### src/rtl/rgb_unpack_pkg.sv
// Shared types and constants for the 32-bit word to 24-bit RGB pixel unpacker.
package rgb_unpack_pkg;

    typedef logic [7:0]  byte_t;
    typedef logic [23:0] pixel_t;
    typedef logic [31:0] word_t;

    // State value equals the number of bytes held in the residue register.
    // PAD is only reachable when RGB_UNPACK_PAD_EN is defined.
    typedef enum logic [2:0] {
        P0  = 3'd0,
        P1  = 3'd1,
        P2  = 3'd2,
        P3  = 3'd3,
        PAD = 3'd4
    } state_e;

    // Three input words carry exactly this many pixels.
    localparam int unsigned PIXELS_PER_GROUP = 4;

    // States in which a new input word may be consumed.
    function automatic logic takes_input(state_e s);
        return (s == P0) || (s == P1) || (s == P2);
    endfunction

endpackage

### src/rtl/axis_out_reg.sv
// One-deep AXI-Stream output register; loads when empty or when the held beat leaves.
module axis_out_reg #(
    parameter int unsigned Width = 24
) (
    input  logic             clk,
    input  logic             rst,
    input  logic             load,
    input  logic [Width-1:0] load_data,
    input  logic             load_last,
    input  logic             ready,
    output logic             valid,
    output logic [Width-1:0] data,
    output logic             last,
    output logic             load_ok
);

    // The register may take a new beat whenever nothing is held or the held beat is leaving.
    always_comb begin
        load_ok = !valid || ready;
    end

    // Hold data/last stable under backpressure; drop valid once the beat is taken.
    always_ff @(posedge clk or posedge rst) begin
        if (rst) begin
            valid <= 1'b0;
            data  <= '0;
            last  <= 1'b0;
        end else if (load) begin
            valid <= 1'b1;
            data  <= load_data;
            last  <= load_last;
        end else if (ready) begin
            valid <= 1'b0;
        end
    end

endmodule

### src/rtl/rgb_word_unpack.sv
// Unpacks a byte stream of 32-bit AXI-Stream words into 24-bit RGB pixels (3 words -> 4 pixels).
// Optional feature: define RGB_UNPACK_PAD_EN to emit a zero-padded pixel for 1 or 2 leftover
// bytes at frame end instead of dropping them.
module rgb_word_unpack
    import rgb_unpack_pkg::*;
#(
    parameter int C_S_AXIS_TDATA_WIDTH = 32,
    parameter int C_M_AXIS_TDATA_WIDTH = 24
) (
    input  logic                              s00_axis_aclk,
    input  logic                              s00_axis_areset,
    input  logic [C_S_AXIS_TDATA_WIDTH-1:0]   s00_axis_tdata,
    input  logic [C_S_AXIS_TDATA_WIDTH/8-1:0] s00_axis_tstrb,
    input  logic                              s00_axis_tlast,
    input  logic                              s00_axis_tvalid,
    output logic                              s00_axis_tready,
    output logic [C_M_AXIS_TDATA_WIDTH-1:0]   m00_axis_tdata,
    output logic [C_M_AXIS_TDATA_WIDTH/8-1:0] m00_axis_tstrb,
    output logic                              m00_axis_tlast,
    output logic                              m00_axis_tvalid,
    input  logic                              m00_axis_tready,
    output logic                              frag_err
);

    // Only the 32-in / 24-out geometry is implemented.
    if (C_S_AXIS_TDATA_WIDTH != 32 || C_M_AXIS_TDATA_WIDTH != 24 ||
        3 * C_S_AXIS_TDATA_WIDTH != PIXELS_PER_GROUP * C_M_AXIS_TDATA_WIDTH) begin : g_bad_width
        $error("rgb_word_unpack supports only 32-bit input and 24-bit output");
    end

    state_e state_q, state_d;
    pixel_t residue_q, residue_d;
    logic   last_pend_q, last_pend_d;
    logic   frag_q, frag_d;

    logic   load, load_last, load_ok, accept;
    pixel_t load_data;
    word_t  word;

    // tstrb carries no information here; every byte is valid.
    logic unused_tstrb;
    assign unused_tstrb = ^s00_axis_tstrb;

    assign word            = s00_axis_tdata;
    assign m00_axis_tstrb  = 3'b111;
    assign frag_err        = frag_q;
    assign s00_axis_tready = load_ok && !s00_axis_areset && takes_input(state_q);
    assign accept          = s00_axis_tvalid && s00_axis_tready;

    // Next-state, residue and output-load decode for the byte-phase FSM.
    always_comb begin
        state_d     = state_q;
        residue_d   = residue_q;
        last_pend_d = last_pend_q;
        frag_d      = frag_q;
        load        = 1'b0;
        load_data   = '0;
        load_last   = 1'b0;
        case (state_q)
            P0: begin
                if (accept) begin
                    load      = 1'b1;
                    load_data = word[23:0];
                    residue_d = {16'h0, word[31:24]};
                    state_d   = P1;
                    if (s00_axis_tlast) begin
                        frag_d = 1'b1;
`ifdef RGB_UNPACK_PAD_EN
                        state_d = PAD;
`else
                        load_last = 1'b1;
                        residue_d = '0;
                        state_d   = P0;
`endif
                    end
                end
            end
            P1: begin
                if (accept) begin
                    load      = 1'b1;
                    load_data = {word[15:0], residue_q[7:0]};
                    residue_d = {8'h0, word[31:16]};
                    state_d   = P2;
                    if (s00_axis_tlast) begin
                        frag_d = 1'b1;
`ifdef RGB_UNPACK_PAD_EN
                        state_d = PAD;
`else
                        load_last = 1'b1;
                        residue_d = '0;
                        state_d   = P0;
`endif
                    end
                end
            end
            P2: begin
                if (accept) begin
                    load        = 1'b1;
                    load_data   = {word[7:0], residue_q[15:0]};
                    residue_d   = word[31:8];
                    last_pend_d = s00_axis_tlast;
                    state_d     = P3;
                end
            end
            P3: begin
                if (load_ok) begin
                    load        = 1'b1;
                    load_data   = residue_q;
                    load_last   = last_pend_q;
                    residue_d   = '0;
                    last_pend_d = 1'b0;
                    state_d     = P0;
                end
            end
`ifdef RGB_UNPACK_PAD_EN
            PAD: begin
                // Residue upper bytes are already zero, so it doubles as the padded pixel.
                if (load_ok) begin
                    load      = 1'b1;
                    load_data = residue_q;
                    load_last = 1'b1;
                    residue_d = '0;
                    state_d   = P0;
                end
            end
`endif
            default: begin
                state_d     = P0;
                residue_d   = '0;
                last_pend_d = 1'b0;
            end
        endcase
    end

    // FSM, residue and sticky fragment flag registers.
    always_ff @(posedge s00_axis_aclk or posedge s00_axis_areset) begin
        if (s00_axis_areset) begin
            state_q     <= P0;
            residue_q   <= '0;
            last_pend_q <= 1'b0;
            frag_q      <= 1'b0;
        end else begin
            state_q     <= state_d;
            residue_q   <= residue_d;
            last_pend_q <= last_pend_d;
            frag_q      <= frag_d;
        end
    end

    axis_out_reg #(
        .Width(24)
    ) u_out (
        .clk       (s00_axis_aclk),
        .rst       (s00_axis_areset),
        .load      (load),
        .load_data (load_data),
        .load_last (load_last),
        .ready     (m00_axis_tready),
        .valid     (m00_axis_tvalid),
        .data      (m00_axis_tdata),
        .last      (m00_axis_tlast),
        .load_ok   (load_ok)
    );

endmodule

### config.mk
export PLATFORM = sky130hd
export DESIGN_NAME = rgb_word_unpack
export DESIGN_NICKNAME = d
export VERILOG_FILES = /design/src/rtl/rgb_unpack_pkg.sv /design/src/rtl/axis_out_reg.sv /design/src/rtl/rgb_word_unpack.sv
export SDC_FILE = /design/constraint.sdc
export NUM_CORES = 1
export LEC_CHECK = 0
export BUFFER_PORTS_ARGS = -buffer_cell sky130_fd_sc_hd__buf_2
export CAP_MARGIN = 20
export CORE_MARGIN = 1
export CORE_UTILIZATION = 58
export DETAILED_ROUTE_END_ITERATION = 10
export HOLD_SLACK_MARGIN = 0.12
export PLACE_DENSITY_LB_ADDON = 0.2
export REMOVE_ABC_BUFFERS = 1
export SYNTH_ARGS = -nofsm -noshare
export SYNTH_HDL_FRONTEND = slang
export SYNTH_HIERARCHICAL = 1
export SYNTH_SLANG_ARGS = --single-unit
### constraint.sdc
create_clock -name s00_axis_aclk -period 5.3 [get_ports s00_axis_aclk]
set_clock_uncertainty 0.2 [all_clocks]
set_input_delay 0 -clock s00_axis_aclk [delete_from_list [all_inputs] [get_ports s00_axis_aclk]]
set_output_delay 0 -clock s00_axis_aclk [all_outputs]
set_load 0.1 [all_outputs]
==> metrics.yaml <==
outcome:
  run_status: "finished, final reports clean"
clock_tree:
  cts.path.max_buffers: 2
  clock-sinks: 54
  htreeDepth: 2
  clk_latency_ns: 0.31
  cts_buffers: 5
  cts_root_buffer: "clkbuf_8"
  cts_tree: "yes"
  cts.clk_slew.worst_paths_ns: 0.10
setup_path:
  reg2reg_depth: 6
  arrival_ns: 3.35
  r2r_setup_slack_ns: 2.02
  crit_chain: "nand2b_1 -> nand2_1 -> nor3_2 -> a211o_1 -> dlygate4sd3_1 -> mux2_4"
  cp-start-kind: "register"
  end_kind: "register"
  critPathKind: "register to register"
  cpMaxStageDelayCell: "nor3_2"
  worstPathMaxFanout: 17
  cpPeakStageDelay_ns: 0.91
  cp_data_required_time_ns: 5.36
route:
  ant_nets: 0
  top_layer: "met4"
  vias: 2576
  wl_met2_um: 4147
  vias_per_cell: 6.268
  drc: 0
  drt-initial-drc-count: 196
  routed_wl_um: 8452
  wl_met3_um: 628
  met1Wirelength_um: 3480
  first_pass_iters: 5
  wl_per_cell_um: 20.56
timing:
  timing.fmax_mhz: 304.5
  finalCritPeriodShare_pct: 61.97
  finalSetupViolCount: 0
  layout_setup_ws_ns: 2.016
  worstMarginPinSlew_ns: 1.133
  rsz0062_at_grt: "false"
  slew_viol_final: 0
  hold_viol: 0
  tns_ns: 0
  fin_crit_ns: 3.284
  max_slew_margin_pct: 24.09
floorplan:
  die_w_um: 73.75
  die_h_um: 73.75
  rows: 25
  core-area_um2: 4848
  die_area_um2: 5438
  initial_utilization_pct: 61.57
  ios: 72
global_routing:
  grt_pass1_wl_um: 12890
  grt-ovfl-total: 0
  antenna_found_initial: 0
  grtUsageTotal_pct: 32.11
  grt_max_degree: 34
  first_global_vias: 2602
power_and_ir_drop:
  ir_worst_vdd_mv: 0.3514
  leakage_uw: 0.001953
  p_per_area_nw_per_um2: 509.3
  total_power_uw: 1922
yosys:
  synth_edf_count: 0
  synth_cell_types: 45
  postSynthAreaPerCell_um2: 11.99
  yosysWarningCount: 6
  syn_area_um2: 2985
  ys.flop_type: "dfrtp_1"
  netlist.area_leader.share_pct: 45.26
  yosysTopAreaCell: "dfrtp_1"
  yosysSeqAreaShare_pct: 45.26
  ys_ff_latch: 54
  synth_cells: 249
  synthArstFlopShare_pct: 100.0
  synth_top_cells_by_area: "dfrtp_1 (45%), mux2_4 (9.6%), a32o_1 (5.0%), and3_1 (4.6%), a221o_1 (4.4%)"
place:
  post-place-ws_ns: 2.546
  place.gp.congestion: 0.8431
  port_buffers: 64
  hpwl_um: 4904
min_path:
  hold_class: "input port to asynchronous set/reset pin"
final_layout:
  final_cell_mix: "buf_2 (64), dfrtp_1 (54), dlygate4sd3_1 (42)"
  n_antenna_cell: 0
  nets: 384
  layout_commonest_cell: "buf_2"
  fillers: 341
  seqCellArea_um2: 1351
  multi_input_area_um2: 1430
  drive_gt1_share_pct: 31.98
  syn_to_final_growth_pct: 26.40
flow_run:
  drv.max_cap_violation_count: 0
==> cell usage after synthesis (2+ instances only) <==
cell / number
a21boi_1: 2
and3_1: 22
o2111ai_1: 4
buf_4: 6
and2_1: 3
nand2b_1: 3
a22oi_1: 4
buf_6: 3
dfrtp_1: 54
a211o_1: 8
nand2_1: 4
o21ai_0: 2
nor2b_1: 2
a221o_1: 13
inv_1: 8
and3b_1: 2
nand3_1: 12
a32o_1: 15
a22o_1: 12
clkbuf_1: 4
mux2_4: 19
o2bb2ai_1: 4
nor2_1: 3
buf_2: 8
buf_12: 2
mux2_2: 11
==> power breakdown <==
| group | switching [uW] | internal [uW] |
|---|---|---|
| Clock | 138 | 106 |
| Sequential | 96.7 | 539 |
| Combinational | 737 | 305 |
| Total | 972 | 950 |
==> through the flow <==
step	utilization (%)	hold slack (ns)	cell area (um^2)	std cells
3_5_place_dp	66.71	-0.04731	3234	360
5_1_grt	77.83	0.2119	3774	411
4_1_cts	77.26	0.1602	3746	410
2_1_floorplan	-	-0.1600	2815	227
3_3_place_gp	66.71	-0.05653	3234	360
6_report	77.83	0.1471	3774	411
==> cell families (layout without fill, tap and decap cells) <==
group | after synthesis | after routing | synth area share [%]
and+or+nand+nor | 59 | 59 | 12.11
DFF | 54 | 54 | 45.26
buffers and inverters | 33 | 126 | 7.083
other | 1 | 3 | 0.1256
AOI/OAI and AO/OA | 70 | 70 | 21.00
muxes | 32 | 32 | 14.42
==> layer usage <==
layer / track usage (%) / up-vias
li1: - / 1144
met1: 42.65 / 1258
met2: 51.07 / 149
met3: 5.350 / 25
met4: 15.38 / 0
met5: 0 / -
==> area by class of cell <==
cell class | instances | share of cell area [%]
flip-flops and latches | 54 | 35.81
well taps | 67 | 2.221
clock buffers | 7 | 2.288
clock inverters | 1 | 0.1326
multi-input cells | 164 | 37.90
inverters | 9 | 0.8952
repair buffers | 109 | 20.76
==> registers in the layout, summed over array words and instances (netlist names) <==
signal,cells
frag_err,1
last_pend_q,1
residue_q,24
state_q,2
u_out/data,24
u_out/last,1
u_out/valid,1
==> worst max-delay path: cells and delay by family (launching register included) <==
family                 cells  cell delay (ns)
and+or+nand+nor            3             1.65
AOI/OAI and AO/OA          1             0.26
buffers and inverters      1             0.59
muxes                      1             0.15
DFF                        1             0.38
==> timing repair <==
action | in CTS | in global routing
buffers inserted | 0 | 0
resized for setup | 0 | 0
setup endpoints to repair | 0 | 0
endpoints found under the hold margin | 106 | 0
hold buffers | 42 | 0
==> path summary, 6_finish.rpt <==
check / start / endpoint
min: s00_axis_areset / u_out/data[2]
min reg2reg: frag_err / frag_err
min in group s00_axis_aclk: m00_axis_tready / u_out/valid
max: u_out/valid / u_out/data[23]
max reg2reg: u_out/valid / u_out/data[23]
max in group asynchronous: s00_axis_areset / u_out/data[20]
(Power assumes the default switching activity.)
